### config.mk
export PLATFORM = sky130hd
export DESIGN_NAME = fetch_sequencer
export DESIGN_NICKNAME = d
export VERILOG_FILES = /design/src/rtl/fetch_sequencer.sv
export SDC_FILE = /design/constraint.sdc
export NUM_CORES = 1
export LEC_CHECK = 0
export CORE_ASPECT_RATIO = 0.5
export CORE_MARGIN = 8
export CORE_UTILIZATION = 45
export CTS_BUF_LIST = sky130_fd_sc_hd__clkbuf_16
export DETAILED_ROUTE_END_ITERATION = 8
export PLACE_DENSITY = 0.75
export SYNTH_ARGS = -nofsm -noshare
export SYNTH_HDL_FRONTEND = slang
export SYNTH_SLANG_ARGS = --single-unit
### constraint.sdc
create_clock -name clk -period 2.5 [get_ports clk]
set_input_delay 0.375 -clock clk [delete_from_list [all_inputs] [get_ports clk]]
set_output_delay 0.375 -clock clk [all_outputs]
set_load 0.1 [all_outputs]
### src/rtl/fetch_sequencer.sv
// -----------------------------------------------------------------------------
// fetch_sequencer
//
// Owns the program counter and feeds the decode stage. Requests instruction
// words from memory with a req/ack handshake, holds one fetched word in an
// output register with a valid/ready handshake, and discards responses that
// a redirect has made stale. Without a redirect the PC steps by STEP bytes.
//
// Optional feature (compile-time macro FETCH_PERF_CNT_EN):
//   defined   -> fetch_count port present, counts delivered instructions
//   undefined -> no counter, no port
//
// Ports:
//   clk            in   rising-edge clock
//   rst            in   synchronous, active-high reset
//   redirect_valid in   one-cycle pulse: load PC from redirect_addr
//   redirect_addr  in   new PC (bit 0 forced to 0)
//   imem_req       out  read request to instruction memory
//   imem_addr      out  read address, stable while the request is pending
//   imem_ack       in   one-cycle response strobe, imem_rdata valid with it
//   imem_rdata     in   fetched instruction
//   instr_valid    out  instruction available to decode
//   instr_data     out  held instruction
//   instr_pc       out  address instr_data was fetched from
//   instr_ready    in   decode accepts when instr_valid is high
//   fetch_count    out  delivered-instruction count (FETCH_PERF_CNT_EN only)
// -----------------------------------------------------------------------------
module fetch_sequencer #(
   parameter int unsigned       ADDR_W   = 32,
   parameter int unsigned       INSTR_W  = 20,
   parameter logic [ADDR_W-1:0] RESET_PC = '0,
   parameter int unsigned       STEP     = 2
) (
   input  logic               clk,
   input  logic               rst,
   input  logic               redirect_valid,
   input  logic [ADDR_W-1:0]  redirect_addr,
   output logic               imem_req,
   output logic [ADDR_W-1:0]  imem_addr,
   input  logic               imem_ack,
   input  logic [INSTR_W-1:0] imem_rdata,
   output logic               instr_valid,
   output logic [INSTR_W-1:0] instr_data,
   output logic [ADDR_W-1:0]  instr_pc,
`ifdef FETCH_PERF_CNT_EN
   output logic [31:0]        fetch_count,
`endif
   input  logic               instr_ready
);

   typedef enum logic [1:0] {
      S_IDLE = 2'd0,
      S_REQ  = 2'd1,
      S_DROP = 2'd2,
      S_HOLD = 2'd3
   } state_e;

   state_e             state_q;
   logic [ADDR_W-1:0]  pc_q, pc_d;
   logic [ADDR_W-1:0]  drop_addr_q;   // address of the request being drained in S_DROP
   logic               instr_valid_q;
   logic [INSTR_W-1:0] instr_data_q;
   logic [ADDR_W-1:0]  instr_pc_q;
   logic [ADDR_W-1:0]  redirect_tgt;

   // Instructions are halfword aligned; the adder's bit 0 is meaningless.
   assign redirect_tgt = {redirect_addr[ADDR_W-1:1], 1'b0};

   // Next PC. A redirect wins in every state, including over the +STEP of a
   // same-cycle transfer. The sum wraps naturally at ADDR_W bits.
   always_comb begin
      // NOTE: default first, so every path assigns pc_d and no latch is inferred.
      pc_d = pc_q;
      if (redirect_valid) begin
         pc_d = redirect_tgt;
      end else if (state_q == S_HOLD && instr_ready) begin
         pc_d = pc_q + ADDR_W'(STEP);
      end
   end

   // Fetch FSM and output buffer.
   always_ff @(posedge clk) begin
      if (rst) begin
         state_q       <= S_IDLE;
         pc_q          <= RESET_PC;
         drop_addr_q   <= RESET_PC;
         instr_valid_q <= 1'b0;
         instr_data_q  <= '0;
         instr_pc_q    <= '0;
      end else begin
         // NOTE: non-blocking assignments throughout, so every register here
         // samples the pre-edge values of the others.
         pc_q <= pc_d;
         unique case (state_q)
            S_IDLE: begin
               state_q <= S_REQ;
            end
            S_REQ: begin
               if (imem_ack) begin
                  // Ack with a same-cycle redirect: the word is stale, refetch
                  // at the new pc (already loaded through pc_d).
                  if (!redirect_valid) begin
                     instr_data_q  <= imem_rdata;
                     instr_pc_q    <= pc_q;
                     instr_valid_q <= 1'b1;
                     state_q       <= S_HOLD;
                  end
               end else if (redirect_valid) begin
                  // Memory still owes a response for the old address; keep
                  // presenting it until the ack drains it.
                  drop_addr_q <= pc_q;
                  state_q     <= S_DROP;
               end
            end
            S_DROP: begin
               if (imem_ack) begin
                  state_q <= S_REQ;
               end
            end
            S_HOLD: begin
               // instr_valid is always high here, so ready alone is a transfer.
               if (redirect_valid || instr_ready) begin
                  instr_valid_q <= 1'b0;
                  state_q       <= S_REQ;
               end
            end
            default: begin
               state_q <= S_IDLE;
            end
         endcase
      end
   end

   // Request outputs decode directly from registered state, so they are glitch
   // free and change only on the clock edge.
   assign imem_req    = (state_q == S_REQ) || (state_q == S_DROP);
   assign imem_addr   = (state_q == S_DROP) ? drop_addr_q : pc_q;
   assign instr_valid = instr_valid_q;
   assign instr_data  = instr_data_q;
   assign instr_pc    = instr_pc_q;

`ifdef FETCH_PERF_CNT_EN
   logic [31:0] fetch_count_q, fetch_count_d;

   always_comb begin
      fetch_count_d = fetch_count_q;
      if (instr_valid_q && instr_ready) begin
         fetch_count_d = fetch_count_q + 32'd1;
      end
   end

   always_ff @(posedge clk) begin
      if (rst) begin
         fetch_count_q <= '0;
      end else begin
         fetch_count_q <= fetch_count_d;
      end
   end

   assign fetch_count = fetch_count_q;
`endif

endmodule

==> summary.txt <==
GRT
  • Largest net degree at the start of global routing: ~80
  • First-pass GRT wire length: between 20000 and 30000 microns
  • GRT overflow: 0
  • Vias in the first global route: 5079
  • Total GRT Usage: 20.7%
  • Initial antenna violation count: 0

Critical path
  • Worst-path fanout max: 23
  • Setup crit end kind: output port
  • Crit path DAT: ~2.0 ns
  • Worst endpoint required time: between 2 and 2.5 ns
  • Startpoint Class: flip-flop
  • Critical path class: flip-flop to output port
  • FF-to-FF setup slack: 0.29 ns

Power
  • PnR Total Power: 5.68 mW
  • Worst vdd ir: 0.403 mV
  • PwrDens: 737 nW/um^2
  • Leakage: 2.88 nW

CTS
  • Post-CTS setup buffers: 0
  • CTS buffer count: 17
  • Worst skew pair latency: 0.41 ns
  • Longest Clk Path Bufs: 2
  • Clk sink count: about 120
  • CTS tree: yes
  • Clock root cell: clkbuf_16
  • H-tree depth: 4
  • Clock Pin Slew Worst Setup and Hold Paths: 0.05 ns

Synthesis
  • Leading area contributor after synthesis: dfxtp_1
  • Sequential area share after synthesis: 43.9%
  • Number of flops mapped to enable cells by yosys: 0
  • Syn Std Cell Area: 5290 sq um
  • Most common cell in the netlist: nand2_1
  • Async S/R FF share, synth: 0%
  • Synth unique cells: between 40 and 50
  • Top area cells in the synthesized netlist: dfxtp_1 44%, nand2_1 13%, a21oi_1 8.4%, mux2_2 6.0%, clkbuf_1 3.4%
  • Synth cell count leaders: 188 x nand2_1, 116 x dfxtp_1, 89 x a21oi_1
  • Primary FF master, synth: dfxtp_1
  • Register bit total from synthesis: 116
  • Post-Synthesis Cells: approximately 680
  • Syn_area_per_cell: 7.78 sq um
  • Area share of the largest cell type after synthesis: approximately 44%
  • Yosys warns: 0

Detailed routing
  • Drt pass-1 iters: 5
  • Routed Antenna Nets: 0
  • Via/cell ratio: 5.37
  • Iter 0 DRT Violations: slightly below 500
  • Final WL: 16300 microns
  • Via Count: roughly 5.3k
  • Routed WL per cell: between 15 and 20 microns
  • DRC viols: 0

STA
  • Max-slew violation count: 0
  • Setup-failing EPs final: 0
  • Slew headroom: 46.0%
  • RSZ-0062 raised after global routing: false
  • Worst Tran Pin Value: slightly above 0.8 ns
  • Tcrit/Tclk final: a little over 90%
  • Final TNS setup: 0 ns
  • Final min period: approximately 2.3 ns
  • Worst setup margin: 0.170 ns
  • FMAX: between 400 and 500 MHz
  • Hold Fails Final Rpt: 0
  • Skew final: 0.00722 ns

Run
  • Max-cap violations: 0

Floorplan
  • Die Y: 92.6 microns
  • IO Pins: 143
  • Std cell rows: 28
  • Starting density of the core: 45.4%
  • Die W: between 150 and 200 microns
  • Die Area: 15700 sq um
  • Core area: ~12000 sq um

Final layout
  • Nets: 870
  • # diodes: 0
  • Synth-to-Final Area Change: 45.9%
  • Fin cells: about 1000
  • Layout cells sized above 1: 22.5%
  • Post-layout util: 66.3%

Place
  • Final Wtd Congestion: 0.824
  • Placed cells: between 900 and 1k
  • IO Port Bufs: 139
  • DP HPWL: roughly 11000 microns
  • Dpl ws: ~0.077 ns

Hold path
  • Worst Hold Class: input pin to flip-flop

Run status
  • Status: completed
-- cells in the final DEF (no fill, tap or decap), types with 6 or more instances in the layout --
master,Yosys,routed
a21oi_1,89,89
buf_4,2,88
o21ai_0,9,6
nand4_1,8,8
a211oi_1,15,15
nor2_1,31,30
xor2_1,6,6
nand3_1,23,22
buf_12,0,33
clkbuf_16,0,17
or4_1,15,14
clkdlybuf4s50_1,0,54
nand2_1,188,188
inv_1,10,11
nor4_1,7,7
xnor2_1,9,9
mux2_2,28,28
dfxtp_1,116,116
o31ai_1,10,10
a311oi_1,10,10
-- metal layers --
layer | vias to the layer above | track usage (%) | wire length [microns]
met5 | - | 0 | 0
met4 | 0 | 7.02 | 227
met3 | 23 | 6.24 | 1100
met2 | 175 | 34.1 | 7890
met1 | 2514 | 25.7 | 7050
li1 | 2588 | - | -
-- metrics by stage --
step | instance area, sq um | hold slack (ns)
floorplan | 5290 | 0.433
global placement | 7110 | 0.438
detailed placement | 7110 | 0.443
CTS | 7700 | 0.322
global route | 7710 | 0.365
finish | 7710 | 0.336
-- report_power, final --
| part | total [mW] | internal, mW | switching (mW) |
|---|---|---|---|
| sequential | 2.00 | 1.92 | 0.0732 |
| combinational | 1.21 | 0.411 | 0.799 |
| clock | 2.47 | 1.64 | 0.838 |
-- flip-flops by register name, indices dropped and copies added (netlist names) --
register and cells:
drop_addr_q 31, instr_pc 31, pc_q 31, instr_data 20
state_q 2, instr_valid 1
-- final cells by class --
class | instances | area [sq um]
fillers | 961 | 3920
multi-input cells | 488 | 2680
flip-flops and latches | 116 | 2320
repair buffers | 175 | 1860
clock buffers | 17 | 425
well taps | 165 | 206
clock inverters | 15 | 170
inverters | 11 | 41.3
-- cell families after synthesis --
kind of cell / share of synthesized area, %
simple gates: 25.1
compound gates: 15.7
flops: 43.9
buf+inv: 5.80
mux: 5.97
xor+xnor: 2.49
fa+ha+maj: 0.947
other cells: 0.0710
-- worst max-delay path, stage by stage (launching register included) --
cell	delay, ns
dfxtp_1	0.40
ha_1	0.21
buf_4	0.34
mux2_2	0.42
buf_12	0.17
-- worst paths after layout --
check	start	endpoint	cells after the start
hold / removal	rst	pc_q[27]	4
setup reg to reg	pc_q[12]	pc_q[24]	5
setup / recovery	state_q[1]	imem_addr[24]	4
hold reg to reg	drop_addr_q[2]	drop_addr_q[2]	2
-- timing repair --
action	4_1_cts	5_1_grt
setup endpoints to repair	0	2
endpoints found under the hold margin	0	0
resized for setup	0	1
hold buffers	0	0
(Power assumes the default switching activity.)
